$ cat src/rtl/clock_pkg.sv
// Shared encodings and constants for the clock mode/alarm controller.
package clock_pkg;

  typedef enum logic [1:0] {
    MODE_RUN       = 2'd0,
    MODE_SET_TIME  = 2'd1,
    MODE_SET_ALARM = 2'd2,
    MODE_RSVD      = 2'd3
  } mode_e;

  typedef enum logic [1:0] {
    ALM_IDLE    = 2'd0,
    ALM_RINGING = 2'd1,
    ALM_SNOOZE  = 2'd2
  } alm_state_e;

  localparam int unsigned HOURS_PER_DAY = 24;
  localparam int unsigned MIN_PER_HOUR  = 60;

  function automatic logic [7:0] wrap_inc(input logic [7:0] v, input int unsigned modulus);
    return (v == 8'(modulus - 1)) ? 8'd0 : v + 8'd1;
  endfunction

endpackage

$ cat src/rtl/alarm_ring_fsm.sv
// Ring/snooze state machine with its seconds counter.
// Optional snooze path enabled by macro CLOCK_SNOOZE_EN.
module alarm_ring_fsm
  import clock_pkg::*;
#(
  parameter int unsigned RING_SEC = 60
`ifdef CLOCK_SNOOZE_EN
  , parameter int unsigned SNOOZE_SEC = 300
`endif
) (
  input  logic clk_i,
  input  logic rst_i,
  input  logic trigger_i,
  input  logic tick_1hz_i,
  input  logic key_stop_i,
  input  logic force_idle_i,
  output logic ring_o
);

`ifdef CLOCK_SNOOZE_EN
  localparam int CNT_W = 16;
`else
  localparam int CNT_W = 8;
`endif

  alm_state_e       state_q, state_d;
  logic [CNT_W-1:0] cnt_q, cnt_d;

  always_ff @(posedge clk_i) begin
    if (rst_i) begin
      state_q <= ALM_IDLE;
      cnt_q   <= '0;
    end else begin
      state_q <= state_d;
      cnt_q   <= cnt_d;
    end
  end

  // key_stop is checked before tick so a coincident tick is never counted.
  always_comb begin
    state_d = state_q;
    cnt_d   = cnt_q;
    if (force_idle_i) begin
      state_d = ALM_IDLE;
      cnt_d   = '0;
    end else begin
      case (state_q)
        ALM_IDLE: begin
          if (trigger_i) begin
            state_d = ALM_RINGING;
            cnt_d   = '0;
          end
        end
        ALM_RINGING: begin
          if (key_stop_i) begin
`ifdef CLOCK_SNOOZE_EN
            state_d = ALM_SNOOZE;
`else
            state_d = ALM_IDLE;
`endif
            cnt_d   = '0;
          end else if (tick_1hz_i) begin
            if (cnt_q == CNT_W'(RING_SEC - 1)) begin
              state_d = ALM_IDLE;
              cnt_d   = '0;
            end else begin
              cnt_d = cnt_q + 1'b1;
            end
          end
        end
`ifdef CLOCK_SNOOZE_EN
        ALM_SNOOZE: begin
          if (key_stop_i) begin
            state_d = ALM_IDLE;
            cnt_d   = '0;
          end else if (tick_1hz_i) begin
            if (cnt_q == CNT_W'(SNOOZE_SEC - 1)) begin
              state_d = ALM_RINGING;
              cnt_d   = '0;
            end else begin
              cnt_d = cnt_q + 1'b1;
            end
          end
        end
`endif
        default: begin
          state_d = ALM_IDLE;
          cnt_d   = '0;
        end
      endcase
    end
  end

  assign ring_o = (state_q == ALM_RINGING);

endmodule

$ cat src/rtl/clock_mode_ctrl.sv
// Mode FSM, set-key routing, alarm registers and match edge detect for the clock.
// Snooze behaviour of the ring FSM is enabled by macro CLOCK_SNOOZE_EN.
module clock_mode_ctrl
  import clock_pkg::*;
#(
  parameter int unsigned RING_SEC   = 60,
  parameter int unsigned SNOOZE_SEC = 300
) (
  input  logic       clk_i,
  input  logic       rst_i,
  input  logic       tick_1hz_i,
  input  logic       key_mode_i,
  input  logic       key_hour_up_i,
  input  logic       key_min_up_i,
  input  logic       key_sec_up_i,
  input  logic       key_stop_i,
  input  logic [7:0] hour_i,
  input  logic [7:0] min_i,
  input  logic [7:0] sec_i,
  output logic       inc_hour_o,
  output logic       inc_min_o,
  output logic       inc_sec_o,
  output logic [7:0] alarm_hour_o,
  output logic [7:0] alarm_min_o,
  output logic       alarm_en_o,
  output logic [1:0] mode_o,
  output logic       ring_o
);

  if (RING_SEC < 1 || RING_SEC > 255 || SNOOZE_SEC < 1 || SNOOZE_SEC > 65535) begin : g_param_err
    $error("clock_mode_ctrl: RING_SEC or SNOOZE_SEC out of range");
  end

  mode_e       mode_q, mode_d;
  logic [7:0]  alarm_hour_q, alarm_hour_d;
  logic [7:0]  alarm_min_q, alarm_min_d;
  logic        alarm_en_q, alarm_en_d;
  logic        inc_hour_q, inc_hour_d;
  logic        inc_min_q, inc_min_d;
  logic        inc_sec_q, inc_sec_d;
  logic        match_q, match_d;
  logic        match_dly_q;
  logic        keys_live;
  logic        trigger;
  logic        force_idle;

  always_ff @(posedge clk_i) begin
    if (rst_i) begin
      mode_q       <= MODE_RUN;
      alarm_hour_q <= 8'd7;
      alarm_min_q  <= 8'd0;
      alarm_en_q   <= 1'b0;
      inc_hour_q   <= 1'b0;
      inc_min_q    <= 1'b0;
      inc_sec_q    <= 1'b0;
      match_q      <= 1'b0;
      match_dly_q  <= 1'b0;
    end else begin
      mode_q       <= mode_d;
      alarm_hour_q <= alarm_hour_d;
      alarm_min_q  <= alarm_min_d;
      alarm_en_q   <= alarm_en_d;
      inc_hour_q   <= inc_hour_d;
      inc_min_q    <= inc_min_d;
      inc_sec_q    <= inc_sec_d;
      match_q      <= match_d;
      match_dly_q  <= match_q;
    end
  end

  // A mode press swallows any up key in the same cycle.
  assign keys_live = ~key_mode_i;

  always_comb begin
    mode_d       = mode_q;
    alarm_hour_d = alarm_hour_q;
    alarm_min_d  = alarm_min_q;
    alarm_en_d   = alarm_en_q;
    inc_hour_d   = 1'b0;
    inc_min_d    = 1'b0;
    inc_sec_d    = 1'b0;

    if (mode_q == MODE_RSVD) begin
      mode_d = MODE_RUN;
    end else if (key_mode_i) begin
      case (mode_q)
        MODE_RUN:      mode_d = MODE_SET_TIME;
        MODE_SET_TIME: mode_d = MODE_SET_ALARM;
        default:       mode_d = MODE_RUN;
      endcase
    end

    if (keys_live && mode_q == MODE_SET_TIME) begin
      inc_hour_d = key_hour_up_i;
      inc_min_d  = key_min_up_i;
      inc_sec_d  = key_sec_up_i;
    end

    if (keys_live && mode_q == MODE_SET_ALARM) begin
      if (key_hour_up_i) alarm_hour_d = wrap_inc(alarm_hour_q, HOURS_PER_DAY);
      if (key_min_up_i)  alarm_min_d  = wrap_inc(alarm_min_q, MIN_PER_HOUR);
      if (key_sec_up_i)  alarm_en_d   = ~alarm_en_q;
    end
  end

  assign match_d = (mode_q == MODE_RUN) && alarm_en_q &&
                   (hour_i == alarm_hour_q) && (min_i == alarm_min_q) && (sec_i == 8'd0);

  assign trigger    = match_q & ~match_dly_q;
  assign force_idle = key_mode_i | ~alarm_en_q;

  alarm_ring_fsm #(
    .RING_SEC   (RING_SEC)
`ifdef CLOCK_SNOOZE_EN
    , .SNOOZE_SEC (SNOOZE_SEC)
`endif
  ) u_ring_fsm (
    .clk_i        (clk_i),
    .rst_i        (rst_i),
    .trigger_i    (trigger),
    .tick_1hz_i   (tick_1hz_i),
    .key_stop_i   (key_stop_i),
    .force_idle_i (force_idle),
    .ring_o       (ring_o)
  );

  assign inc_hour_o   = inc_hour_q;
  assign inc_min_o    = inc_min_q;
  assign inc_sec_o    = inc_sec_q;
  assign alarm_hour_o = alarm_hour_q;
  assign alarm_min_o  = alarm_min_q;
  assign alarm_en_o   = alarm_en_q;
  assign mode_o       = mode_q;

endmodule

$ cat config.mk
export PLATFORM = sky130hd
export DESIGN_NAME = clock_mode_ctrl
export DESIGN_NICKNAME = d
export VERILOG_FILES = /design/src/rtl/clock_pkg.sv /design/src/rtl/alarm_ring_fsm.sv /design/src/rtl/clock_mode_ctrl.sv
export SDC_FILE = /design/constraint.sdc
export NUM_CORES = 1
export LEC_CHECK = 0
export ABC_CLOCK_PERIOD_IN_PS = 1400
export BUFFER_PORTS_ARGS = -buffer_cell sky130_fd_sc_hd__buf_2
export CORE_MARGIN = 4
export CORE_UTILIZATION = 45
export CTS_CLUSTER_SIZE = 24
export DETAILED_ROUTE_END_ITERATION = 16
export HOLD_SLACK_MARGIN = 0.05
export PLACE_DENSITY_LB_ADDON = 0.2
export SYNTH_ARGS = -nofsm -noshare
export SYNTH_HDL_FRONTEND = slang
export SYNTH_SLANG_ARGS = --single-unit
$ cat constraint.sdc
create_clock -name clk_i -period 1.4 [get_ports clk_i]
set_input_delay 0 -clock clk_i [delete_from_list [all_inputs] [get_ports clk_i]]
set_output_delay 0 -clock clk_i [all_outputs]
set_load 0.02 [all_outputs]
==> flow_summary_export.csv, run 1 <==
group,metric,value,unit
run_status,status,"finished clean",
clock_network,clock-root-buffer,"clkbuf_8",
worst_setup_path,worstPathMaxFanout,4,
place,dpl_cell_area,2150,um2
die,core_area,3470,um2
timing,worst_slack,0.0398,ns
timing,fmax,0.735,GHz
place,preCtsSetupSlack,0.0150,ns
detailed_routing,via_count,1679,
die,die_area,4770,um2
timing,finClkSkew,0.00843,ns
final_layout,drive_above_1_share,37.5,%
global_route,grt_overflow,0,
synthesis,synthFlopType,"dfxtp_1",
timing,finalHoldViolCount,0,
detailed_routing,route.detailed.drc,0,
synthesis,synthCells,186,
worst_setup_path,cp-end-kind,"flop",
timing,whs,0.0537,ns
clock_network,clk_pin_slew,0.07,ns
clock_network,cts_sinks,33,
global_route,gr-usage-all-layers,19.1,%
final_layout,antennaDiodeCount,0,
synthesis,synth_top_area_share,39.3,%
synthesis,synthArstFlopShare,0,%
worst_setup_path,slowest_delay,0.35,ns
detailed_routing,routed_wl,4610,um
worst_setup_path,required,1.57,ns
clock_network,clk_latency,0.28,ns
global_route,grt_pass1_vias,1605,
global_route,antenna_found_initial,0,
worst_setup_path,cp_slowest_cell,"dfxtp_2",
power,power.leakage,1.05,nW
synthesis,yosys_warnings,0,
power,max-vdd-ir-drop,457,uV
synthesis,yosysMostFrequentCell,"dfxtp_1",
timing,tightest_slew,0.392,ns
power,power,1.83,mW
synthesis,synthesis.nets,221,
final_layout,syn_to_final_growth,46.0,%
synthesis,synthTopCellsByArea,"dfxtp_1 39%, xor2_1 12%, nor2_1 5.6%",
timing,finalCritPeriodShare,97.2,%
synthesis,synth_edf_count,0,
detailed_routing,wl_per_cell,14.3,um
place,io_buffers,54,
global_route,grt_max_degree,12,
clock_network,cts_tree,"yes",
detailed_routing,firstDrtPassIters,4,
clock_network,numCtsBuffers,5,
worst_setup_path,path_cells,"ha_4 -> nand4bb_1 -> nor4b_2 -> a21o_1 -> nor2_1",
final_layout,utilization,70.7,%
power,powerDensity,747,nW/um2
final_layout,fin_area,2450,um2
synthesis,syn_area,1680,um2
synthesis,avgSynthCellArea,9.03,um2
timing,finalSetupViolCount,0,
final_layout,fill_cells,289,
die,die_width,69.1,um
clock_network,cts_buffer_depth,2,
timing,period_needed,1.36,ns
synthesis,yosysUniqueCellTypes,42,
synthesis,ys_seq_area_share,39.3,%
synthesis,ys_top_cells_by_count,"33 x dfxtp_1, 25 x nor2_1, 23 x xor2_1, 10 x xnor2_1, 8 x nand3_1",
final_layout,nNetsFinal,313,
die,die_h,69.1,um
timing,relSlewSlack,73.5,%
die,rows,21,
detailed_routing,viasPerCell,5.20,
worst_setup_path,path_buf_inv,0,
synthesis,yosysTopAreaCell,"dfxtp_1",
die,initial_core_util,48.4,%
job,maxCapViolations,0,
worst_setup_path,arrival,1.53,ns
place,hpwl,3250,um
timing,rsz0062_at_grt,"true",
worst_setup_path,cpLargestDelayFamily,"simple AND/OR/NAND/NOR gates",
die,io_pins,55,
clock_network,htreeDepth,2,
detailed_routing,drt_iter0_drc,97,
worst_setup_path,worstSetupPathType,"reg -> reg",
synthesis,yosys_register_bits,33,
global_route,grt_pass1_wl,7400,um
detailed_routing,ant_nets,0,
worst_hold_path,min_path_type,"in -> reg",
timing,slew_violations,0,
worst_setup_path,worst_setup_path_start_kind,"flop",
place,gp_congestion,0.792,
-- stage by stage --
step,instances,setup TNS [ns]
finish,323,0
global route,323,-0.175
CTS,320,0
detailed placement,300,0
global placement,300,0
floorplan,186,-0.0416
-- placed cells by master, fill, tap and decap left out, types with 2 or more instances in the layout --
| cell type | instances |
|---|---|
| buf_2 | 54 |
| dfxtp_1 | 27 |
| nor2_1 | 25 |
| buf_4 | 24 |
| xor2_1 | 23 |
| dlygate4sd3_1 | 13 |
| xnor2_1 | 10 |
| nand3_1 | 8 |
| nor3_1 | 7 |
| a21oi_1 | 7 |
| nand2_1 | 7 |
| nand4_1 | 6 |
| o21ai_0 | 5 |
| dfxtp_2 | 5 |
| clkbuf_8 | 5 |
| nor4_1 | 4 |
| and2_1 | 3 |
| inv_1 | 3 |
| and3_1 | 3 |
| nor4b_1 | 2 |
| or3_1 | 2 |
| and4_1 | 2 |
| o211ai_1 | 2 |
| mux2i_1 | 2 |
| ha_2 | 2 |
-- final cells by class --
cell class / count / area (um2) / area share, %
clock buffers: 5 / 68.8 / 2.81
clock inverters: 1 / 5.00 / 0.204
inverters: 3 / 11.3 / 0.459
multi-input cells: 143 / 1040 / 42.3
flip-flops and latches: 33 / 671 / 27.4
well taps: 46 / 57.6 / 2.35
repair buffers: 92 / 601 / 24.5
-- per-layer routing --
| layer | vias up | wire length [um] | track usage, % |
|---|---|---|---|
| met3 | 5 | 315 | 4.36 |
| met2 | 57 | 2100 | 30.5 |
| met1 | 776 | 2150 | 25.0 |
| met4 | 0 | 47 | 7.16 |
| li1 | 841 | - | - |
| met5 | - | 0 | 0 |
-- kinds of logic (layout without fill, tap and decap cells) --
kind of cell	Yosys count	count (layout)	share of synthesized area [%]
mux	2	2	1.19
flops	33	33	39.3
compound gates	26	26	10.5
xor+xnor	33	33	17.2
buf+inv	10	101	2.53
simple gates	79	79	27.0
fa+ha+maj	3	3	2.24
-- registers in the layout, summed over array words and instances (netlist names) --
| signal | flops |
|---|---|
| alarm_hour_o | 8 |
| alarm_min_o | 8 |
| u_ring_fsm.cnt_q | 8 |
| mode_o | 2 |
| alarm_en_o | 1 |
| inc_hour_o | 1 |
| inc_min_o | 1 |
| inc_sec_o | 1 |
| match_dly_q | 1 |
| match_q | 1 |
| u_ring_fsm.state_q | 1 |
-- repair_timing --
item	in CTS	in global routing
setup buffers	1	3
hold buffers	13	0
gates resized for setup	1	12
hold endpoints to repair	6	0
pin swaps	1	17
setup endpoints to repair	1	17
-- path summary, 6_finish.rpt --
path | from | to | slack, ns | cells past startpoint
min | tick_1hz_i | u_ring_fsm.state_q[0] | 0.05 | 3
max | alarm_hour_o[1] | alarm_hour_o[7] | 0.04 | 5
max reg2reg | alarm_hour_o[1] | alarm_hour_o[7] | 0.04 | 5
min reg2reg | match_q | match_dly_q | 0.46 | 1
-- power by group --
part,leakage (nW),switching (mW),internal [mW]
Combinational,0.747,0.0948,0.115
Sequential,0.267,0.0146,0.950
Clock,0.0399,0.330,0.327
Total,1.05,0.440,1.39
-- tightest hold or removal path, stage by stage --
cell and delay, ns:
buf_2 0.08, a31oi_1 0.06, o21a_1 0.16
No activity file was read; power rests on OpenSTA's default activity.
==> run 2, diff against run 1 <==
- ABC_CLOCK_PERIOD_IN_PS: 1400 -> 1150
- RECOVER_POWER: default -> 50
- clock period: 1.4 -> 1.15 ns (I/O delays scaled with it)
==> run 2 against run 1 <==
  * Sequential power is 19% higher
  * The run now ends with negative setup slack left
  * Die area unchanged
  * Total power grew 28%
  * Critical endpoint is now u_ring_fsm.cnt_q[7]
==> flow_summary_export.csv, run 2 (synthesis gave the netlist of run 1 again) <==
group,metric,value,unit
timing,fmax,0.744,GHz
run_status,violations,"negative setup slack",
die,rows,21,
worst_hold_path,min_path_type,"in -> reg",
clock_network,cts_tree,"yes",
worst_setup_path,worst_setup_path_start_kind,"flop",
global_route,antenna_found_initial,0,
clock_network,cts_buffer_depth,2,
power,powerDensity,795,nW/um2
timing,whs,0.0868,ns
timing,worst_slack,-0.194,ns
detailed_routing,routed_wl,6700,um
global_route,grt_pass1_vias,1868,
final_layout,drive_above_1_share,51.0,%
final_layout,syn_to_final_growth,75.4,%
place,gp_congestion,0.824,
timing,finalHoldViolCount,0,
final_layout,antennaDiodeCount,0,
worst_setup_path,worstPathMaxFanout,3,
global_route,gr-usage-all-layers,23.8,%
clock_network,clock-root-buffer,"clkbuf_8",
detailed_routing,route.detailed.drc,0,
detailed_routing,via_count,1970,
timing,slew_violations,0,
run_status,status,"finished with violations",
die,core_area,3470,um2
timing,finClkSkew,0.00720,ns
detailed_routing,ant_nets,0,
final_layout,final_common_cell,"buf_2",
detailed_routing,wl_per_cell,19.1,um
detailed_routing,drt_iter0_drc,115,
power,power,2.34,mW
clock_network,numCtsBuffers,5,
detailed_routing,viasPerCell,5.63,
timing,finalSetupViolCount,25,
global_route,grt_pass1_wl,9230,um
worst_setup_path,required,1.39,ns
timing,finalCritPeriodShare,117,%
worst_setup_path,cp-end-kind,"flop",
timing,rsz0062_at_grt,"true",
global_route,grt_max_degree,12,
die,die_area,4770,um2
place,hpwl,3450,um
clock_network,clk_latency,0.30,ns
timing,period_needed,1.34,ns
job,maxCapViolations,0,
final_layout,nNetsFinal,338,
power,power.leakage,1.21,nW
place,io_buffers,54,
clock_network,clk_pin_slew,0.07,ns
detailed_routing,firstDrtPassIters,4,
die,io_pins,55,
clock_network,cts_sinks,33,
die,die_width,69.1,um
die,die_h,69.1,um
timing,relSlewSlack,73.2,%
worst_setup_path,worstSetupPathType,"reg -> reg",
final_layout,mostFrequentLayoutCells,"43 x buf_2, 35 x buf_4, 23 x xor2_1",
timing,tightest_slew,0.398,ns
power,max-vdd-ir-drop,727,uV
clock_network,htreeDepth,2,
die,initial_core_util,48.4,%
worst_setup_path,arrival,1.58,ns
global_route,grt_overflow,0,
-- run 2: cell types whose count changed in the layout (fill, tap and decap cells not counted), moves of 5 or more --
cell / delta
nor2_4: +5
buf_4: +11
buf_2: -11
nor2_1: -6
dfxtp_1: -9
dfxtp_4: +6
buf_6: +11
nor3_1: -5
clkbuf_1: +11
-- run 2: per-stage QoR --
stage               TNS, ns  utilization [%]  worst slack, ns  instance area (um2)  std cells
floorplan             -1.43                -           -0.220                 1840        186
global placement      -2.29             69.4           -0.197                 2410        317
detailed placement    -2.75             69.4           -0.192                 2410        317
CTS                   -2.19             79.8           -0.187                 2770        346
global route          -4.75             84.9           -0.253                 2950        350
finish                -3.46             84.9           -0.194                 2950        350
-- run 2: path summary, 6_finish.rpt --
| kind | from | endpoint | slack (ns) | depth (start not counted) |
|---|---|---|---|---|
| worst max register to register | u_ring_fsm.state_q[0] | u_ring_fsm.cnt_q[7] | -0.19 | 5 |
| worst min register to register | match_q | match_dly_q | 0.48 | 1 |
| worst max-delay path | u_ring_fsm.state_q[0] | u_ring_fsm.cnt_q[7] | -0.19 | 5 |
| worst min-delay path | hour_i[2] | match_q | 0.09 | 4 |
-- run 2: worst max-delay path: stages (launching register included) --
cell and delay [ns]:
dfxtp_1 0.41, buf_6 0.13, o21a_4 0.15, o2111ai_4 0.14
or3_1 0.34, a21oi_2 0.13
-- run 2: layer usage --
metal / routed length [um] / GRT usage, %
met2: 3420 / 41.1
met1: 2640 / 29.1
met3: 424 / 4.94
met4: 211 / 8.68
met5: 0 / 0
-- run 2: final cells by class --
cell class              instances  area (um2)
multi-input cells             143        1280
inverters                       3        11.3
flip-flops and latches         33         697
repair buffers                117         820
fillers                       200         523
clock inverters                 2        10.0
clock buffers                   6        72.6
well taps                      46        57.6
-- run 2: power by group --
part	total, mW	switching [mW]	internal, mW
Combinational	0.317	0.158	0.160
Clock	0.870	0.450	0.419
Sequential	1.15	0.0128	1.14
-- run 2: what timing repair did --
action | 4_1_cts | 5_1_grt
gates resized for setup | 17 | 32
buffers inserted | 7 | 3
endpoints found under the hold margin | 5 | 1
pin swaps | 28 | 21
hold buffers | 14 | 1
endpoints found under the setup margin | 24 | 30
